## src/rtl/match_issuer_if.sv

```systemverilog
// Request/response channel plus match-unit operand/result bus for match_issuer.
// slave is the issuer side; master is the sequencer and match-unit side.
interface match_issuer_if;
  logic        req_valid;
  logic        req_ready;
  logic [7:0]  req_a;
  logic [7:0]  req_b;
  logic [7:0]  a;
  logic [7:0]  b;
  logic [7:0]  xout;
  logic        rsp_valid;
  logic        rsp_ready;
  logic [7:0]  rsp_data;
  logic [1:0]  rsp_kind;
  logic        rsp_err;
  logic [15:0] count;
  logic [15:0] err_count;

  modport slave (
    input  req_valid, req_a, req_b, xout, rsp_ready,
    output req_ready, a, b, rsp_valid, rsp_data, rsp_kind, rsp_err, count, err_count
  );

  modport master (
    output req_valid, req_a, req_b, xout, rsp_ready,
    input  req_ready, a, b, rsp_valid, rsp_data, rsp_kind, rsp_err, count, err_count
  );
endinterface

```

## src/rtl/match_issuer.sv

```systemverilog
// Sequential initiator for the 8-bit opcode-match unit: drives A/B, waits SETTLE
// cycles, checks XOUT against its own expected value and returns it as a response.
//   state | meaning
//   IDLE  | ready for a request; A/B keep the last operands
//   DRIVE | operands held on A/B while the settle counter runs down
//   RESP  | response presented, waiting for rsp_ready
module match_issuer #(
  parameter int unsigned SETTLE = 1
) (
  input  logic          clk_i,
  input  logic          rst_ni,
  match_issuer_if.slave bus
);

  if (SETTLE < 1 || SETTLE > 15) begin : g_settle_check
    $error("match_issuer: SETTLE must be in 1..15");
  end

  localparam logic [3:0] SETTLE_L = 4'(SETTLE);

  typedef enum logic [1:0] {IDLE, DRIVE, RESP} state_e;

  state_e      state_q, state_d;
  logic [7:0]  a_q, a_d, b_q, b_d;
  logic [7:0]  exp_q, exp_d;
  logic [7:0]  rsp_data_q, rsp_data_d;
  logic [1:0]  kind_q, kind_d;
  logic        err_q, err_d;
  logic [3:0]  cnt_q, cnt_d;
  logic [15:0] count_q, count_d;
  logic [15:0] err_count_q, err_count_d;

  logic [1:0]  req_kind;
  logic [7:0]  req_exp;

  // Opcode decode and expected result, all mod 2^8.
  always_comb begin
    req_kind = 2'd3;
    req_exp  = bus.req_a * bus.req_b;
    case (bus.req_a)
      8'd17: begin req_kind = 2'd0; req_exp = bus.req_a + 8'd1;      end
      8'd21: begin req_kind = 2'd1; req_exp = bus.req_a + bus.req_b; end
      8'd34: begin req_kind = 2'd2; req_exp = bus.req_a - bus.req_b; end
      default: ;
    endcase
  end

  always_comb begin
    state_d     = state_q;
    a_d         = a_q;
    b_d         = b_q;
    exp_d       = exp_q;
    kind_d      = kind_q;
    rsp_data_d  = rsp_data_q;
    err_d       = err_q;
    cnt_d       = cnt_q;
    count_d     = count_q;
    err_count_d = err_count_q;
    case (state_q)
      IDLE: begin
        if (bus.req_valid) begin
          a_d     = bus.req_a;
          b_d     = bus.req_b;
          kind_d  = req_kind;
          exp_d   = req_exp;
          cnt_d   = SETTLE_L;
          state_d = DRIVE;
        end
      end
      DRIVE: begin
        cnt_d = cnt_q - 4'd1;
        if (cnt_q == 4'd1) begin
          rsp_data_d = bus.xout;
          err_d      = (bus.xout != exp_q);
          state_d    = RESP;
        end
      end
      RESP: begin
        if (bus.rsp_ready) begin
          count_d = count_q + 16'd1;
          if (err_q && (err_count_q != 16'hFFFF)) begin
            err_count_d = err_count_q + 16'd1;
          end
          state_d = IDLE;
        end
      end
      default: state_d = IDLE;
    endcase
  end

  always_ff @(posedge clk_i or negedge rst_ni) begin
    if (!rst_ni) begin
      state_q     <= IDLE;
      a_q         <= 8'h00;
      b_q         <= 8'h00;
      exp_q       <= 8'h00;
      kind_q      <= 2'd0;
      rsp_data_q  <= 8'h00;
      err_q       <= 1'b0;
      cnt_q       <= 4'd0;
      count_q     <= 16'h0000;
      err_count_q <= 16'h0000;
    end else begin
      state_q     <= state_d;
      a_q         <= a_d;
      b_q         <= b_d;
      exp_q       <= exp_d;
      kind_q      <= kind_d;
      rsp_data_q  <= rsp_data_d;
      err_q       <= err_d;
      cnt_q       <= cnt_d;
      count_q     <= count_d;
      err_count_q <= err_count_d;
    end
  end

  assign bus.req_ready = (state_q == IDLE);
  assign bus.rsp_valid = (state_q == RESP);
  assign bus.a         = a_q;
  assign bus.b         = b_q;
  assign bus.rsp_data  = rsp_data_q;
  assign bus.rsp_kind  = kind_q;
  assign bus.rsp_err   = err_q;
  assign bus.count     = count_q;
  assign bus.err_count = err_count_q;

endmodule

```

## src/flat_wrapper.sv

```systemverilog
// flat-port wrapper written by rule: the top's interface ports become plain ports
module match_issuer_flat 
#(
  parameter int unsigned SETTLE = 1
)
  (clk_i, rst_ni, bus_req_valid, bus_req_a, bus_req_b, bus_xout, bus_rsp_ready, bus_req_ready, bus_a, bus_b, bus_rsp_valid, bus_rsp_data, bus_rsp_kind, bus_rsp_err, bus_count, bus_err_count);
  match_issuer_if bus_i ();
  input  logic clk_i;
  input  logic rst_ni;
  input wire logic [$bits(bus_i.req_valid)-1:0] bus_req_valid;
  input wire logic [$bits(bus_i.req_a)-1:0] bus_req_a;
  input wire logic [$bits(bus_i.req_b)-1:0] bus_req_b;
  input wire logic [$bits(bus_i.xout)-1:0] bus_xout;
  input wire logic [$bits(bus_i.rsp_ready)-1:0] bus_rsp_ready;
  output wire logic [$bits(bus_i.req_ready)-1:0] bus_req_ready;
  output wire logic [$bits(bus_i.a)-1:0] bus_a;
  output wire logic [$bits(bus_i.b)-1:0] bus_b;
  output wire logic [$bits(bus_i.rsp_valid)-1:0] bus_rsp_valid;
  output wire logic [$bits(bus_i.rsp_data)-1:0] bus_rsp_data;
  output wire logic [$bits(bus_i.rsp_kind)-1:0] bus_rsp_kind;
  output wire logic [$bits(bus_i.rsp_err)-1:0] bus_rsp_err;
  output wire logic [$bits(bus_i.count)-1:0] bus_count;
  output wire logic [$bits(bus_i.err_count)-1:0] bus_err_count;
  assign bus_i.req_valid = bus_req_valid;
  assign bus_i.req_a = bus_req_a;
  assign bus_i.req_b = bus_req_b;
  assign bus_i.xout = bus_xout;
  assign bus_i.rsp_ready = bus_rsp_ready;
  assign bus_req_ready = bus_i.req_ready;
  assign bus_a = bus_i.a;
  assign bus_b = bus_i.b;
  assign bus_rsp_valid = bus_i.rsp_valid;
  assign bus_rsp_data = bus_i.rsp_data;
  assign bus_rsp_kind = bus_i.rsp_kind;
  assign bus_rsp_err = bus_i.rsp_err;
  assign bus_count = bus_i.count;
  assign bus_err_count = bus_i.err_count;
  match_issuer #(.SETTLE(SETTLE)) u_core (.clk_i(clk_i), .rst_ni(rst_ni), .bus(bus_i));
endmodule
```

## config.mk

```make
export PLATFORM = sky130hd
export DESIGN_NAME = match_issuer_flat
export DESIGN_NICKNAME = d
export VERILOG_FILES = /design/src/rtl/match_issuer_if.sv /design/src/rtl/match_issuer.sv /design/src/flat_wrapper.sv
export SDC_FILE = /design/constraint.sdc
export NUM_CORES = 1
export LEC_CHECK = 0
export ABC_CLOCK_PERIOD_IN_PS = 2000
export CAP_MARGIN = 10
export CORE_AREA = 5 5 105 107
export DETAILED_ROUTE_END_ITERATION = 6
export DIE_AREA = 0 0 110 112
export PLACE_DENSITY_LB_ADDON = 0.05
export SYNTH_ARGS = -nofsm -noshare
export SYNTH_HDL_FRONTEND = slang
export SYNTH_SLANG_ARGS = --single-unit
```

## constraint.sdc

```tcl
create_clock -name clk_i -period 2 [get_ports clk_i]
set_clock_uncertainty 0.1 [all_clocks]
set_input_delay 0.4 -clock clk_i [delete_from_list [all_inputs] [get_ports clk_i]]
set_output_delay 0.4 -clock clk_i [all_outputs]
set_load 0.01 [all_outputs]
```

==> flow_metrics.env <==
export IMPL_yosys_most_used_dff="dfrtp_1"
export IMPL_ys_types=50
export IMPL_r2r_cells=6
export IMPL_total_power_mw=6.100
export IMPL_cts_buffers=9
export IMPL_ir_drop_v=0.0005022
export IMPL_violations="negative setup slack"
export IMPL_drt_pass1_iter_count=4
export IMPL_synth_async_reset_ratio=1.000
export IMPL_worstHoldPathCells=4
export IMPL_final_max_slew_viol_count=0
export IMPL_routed_wl_mm=12.73
export IMPL_ios=89
export IMPL_ys_seq_area_frac=0.3915
export IMPL_max_cap_viol_count=0
export IMPL_die_h_um=112
export IMPL_syn_cell_area_um2=4666
export IMPL_synth_edf_count=0
export IMPL_grt_max_degree=33
export IMPL_num_vias=4105
export IMPL_place_gp_congestion=0.9386
export IMPL_pwr_density_cell_nw_per_um2=869.1
export IMPL_avgViaCountPerCell=5.037
export IMPL_synth_nets=563
export IMPL_die_area_um2=12320
export IMPL_critPathMaxFanout=3
export IMPL_setup_ws_ps=-1267
export IMPL_fin_nets=743
export IMPL_dp_slack_ps=-2245
export IMPL_grt_first_pass_wirelength_mm=20.80
export IMPL_root_buffer="clkbuf_8"
export IMPL_die_w_um=110
export IMPL_dp_hpwl_mm=9.644
export IMPL_clk_pin_slew_ps=80
export IMPL_fmax_ghz=0.3061
export IMPL_finalHoldViolCount=0
export IMPL_status="complete, but fails checks"
export IMPL_syn_to_final_growth_pct=50.42
export IMPL_end_kind="register"
export IMPL_antenna_found_initial=0
export IMPL_n_fill_cell=794
export IMPL_ys_ff_latch=73
export IMPL_crit_type="input pin to register"
export IMPL_setup_viol=8
export IMPL_cts_sinks=73
export IMPL_seq_area_um2=1827
export IMPL_diodes=0
export IMPL_period_share=1.633
export IMPL_slew_headroom=0.7005
export IMPL_leakagePower_nw=3.310
export IMPL_syn_inst=494
export IMPL_grt_pass1_vias=4289
export IMPL_drt_iter0_markers=215
export IMPL_clock_latency_ps=360
export IMPL_synth_warnings=0
export IMPL_start_util=0.4644
export IMPL_core_region_area_um2=10050
export IMPL_wire_per_inst_um=15.62
export IMPL_arrival_ps=3410
export IMPL_rows=37
export IMPL_clockBufferDepth=2
export IMPL_drive_above_1_share=0.3063
export IMPL_cp_required_ps=2140
export IMPL_grt_overflow_total=0
export IMPL_h_tree_depth=3
export IMPL_remaining_drc_errors=0
export IMPL_avgSynthCellArea_um2=9.445
export IMPL_hold_path_class="input pin to register"
export IMPL_startpoint_type="input pin"
export IMPL_cts_tree="yes"
export IMPL_port_buffers=88
export IMPL_antenna_left=0
export IMPL_worst_pin_slew_ps=448.2
export IMPL_period_needed_ps=3267
export IMPL_grt_use_total=0.2155
export IMPL_whs_ps=273.8
export IMPL_multi_input_area_um2=2974
export IMPL_finish_utilization=0.6986
export IMPL_rsz0062_at_grt="yes"
-- flip-flops by register name, summed over array words and instances (netlist names) --
register and flops:
u_core.bus.a 8, u_core.bus.b 8, u_core.bus.count 16, u_core.bus.err_count 16, u_core.bus.rsp_data 8, u_core.bus.rsp_err 1, u_core.bus.rsp_kind 2, u_core.cnt_q 4
u_core.exp_q 8, u_core.state_q 2
-- report_power, final --
part	switching [mW]	internal [mW]	total, mW
clock	0.585	0.607	1.19
sequential	0.292	1.91	2.20
combinational	1.22	1.49	2.71
total	2.09	4.01	6.10
-- metal layers --
metal	track usage	wire length, µm	vias to the layer above
met4	0.09726	347	0
li1	-	-	2000
met2	0.3576	6349	114
met3	0.03420	616	26
met1	0.2729	5417	1965
met5	0	0	-
-- cells by family after synthesis --
kind of cell | after synthesis | synth area share
multiplexers | 10 | 0.02414
XOR/XNOR | 54 | 0.1102
AND/OR/NAND/NOR | 198 | 0.2137
adder cells (fa/ha/maj) | 41 | 0.1309
AO/OA/AOI/OAI | 63 | 0.08313
flip-flops | 73 | 0.3915
buffers and inverters | 55 | 0.04639
-- metrics by stage --
step                cells  instance area (µm²)  TNS, ps
CTS                   809                 6862    -5728
global placement      779                 6422   -16720
detailed placement    779                 6422   -16680
finish                815                 7018    -6004
global route          815                 7018    -6655
floorplan             494                 4928    -6080
-- worst paths after layout --
path / startpoint / to / slack [ps]
max in group asynchronous: rst_ni / u_core.bus.err_count[6] / 760
hold reg to reg: u_core.bus.count[15] / u_core.bus.count[15] / 370
setup reg to reg: u_core.bus.err_count[4] / u_core.bus.err_count[5] / 110
min in group asynchronous: rst_ni / u_core.bus.count[7] / 460
setup / recovery: bus_req_b[4] / u_core.exp_q[7] / -1270
hold / removal: bus_req_a[3] / u_core.bus.a[3] / 270
-- synthesized netlist by cell type, types with 2 or more instances --
master	n	area share
a211oi_1	3	0.0048
a21o_1	3	0.0048
a21oi_1	17	0.018
a31oi_1	6	0.0080
and2_1	17	0.023
and3_1	4	0.0054
and4_1	4	0.0075
buf_2	2	0.0021
buf_4	2	0.0032
clkbuf_1	12	0.0097
dfrtp_1	73	0.39
fa_1	13	0.056
ha_1	28	0.075
inv_1	39	0.031
mux2_2	10	0.024
nand2_1	92	0.074
nand2b_1	4	0.0054
nand3_1	14	0.015
nand3b_1	3	0.0048
nand4_1	8	0.011
nor2_1	23	0.019
nor2b_1	4	0.0054
nor3_1	10	0.011
nor4_1	2	0.0027
nor4b_4	2	0.010
o211ai_1	2	0.0032
o21a_1	2	0.0032
o21ai_0	22	0.024
xnor2_1	38	0.071
xnor3_1	3	0.014
xor2_1	13	0.024
-- critical path, cell delays in order --
cell and delay [ps]:
buf_6 90, buf_6 100, nand2_2 60, fa_2 380
inv_2 60, fa_1 410, ha_1 290, inv_1 50
fa_1 490, inv_2 40, ha_4 200, a21o_1 160
a21oi_2 150, xnor3_1 320, a21oi_2 120, a21oi_1 60
-- cell type report --
type / instances / share of cell area
clock buffer: 11 / 0.02015
tap: 136 / 0.02425
inverter: 39 / 0.02086
multi-input combinational: 366 / 0.4238
clock inverter: 5 / 0.007845
sequential: 73 / 0.2603
timing repair buffer: 185 / 0.2428
-- cell usage in the layout (no fill, tap or decap), drive strengths merged, types with 3 or more instances in the layout --
cell type / Yosys / final
and3: 4 / 4
nor3: 10 / 10
a31oi: 6 / 6
dfrtp: 73 / 73
ha: 28 / 28
nand3b: 3 / 3
inv: 39 / 39
o21ai: 22 / 22
a21o: 3 / 3
fa: 13 / 13
nor2: 23 / 23
nand2: 93 / 93
and4: 4 / 4
dlygate4sd2: 0 / 6
xnor3: 3 / 3
mux2: 10 / 10
a21oi: 18 / 18
nand3: 14 / 14
buf: 4 / 107
xor2: 13 / 13
nand4: 8 / 8
nor2b: 4 / 4
xnor2: 38 / 38
clkdlybuf4s50: 0 / 70
a211oi: 4 / 4
clkbuf: 12 / 11
nand2b: 4 / 4
and2: 17 / 17
-- what timing repair did --
item / 4_1_cts / 5_1_grt
gates cloned: 0 / 0
setup endpoints to repair: 10 / 16
gates resized for setup: 107 / 29
hold buffers: 1 / 0
buffers inserted: 13 / 7
hold endpoints to repair: 30 / 0
pin swaps: 20 / 22
Note: power is estimated with default switching activity, not from simulation.
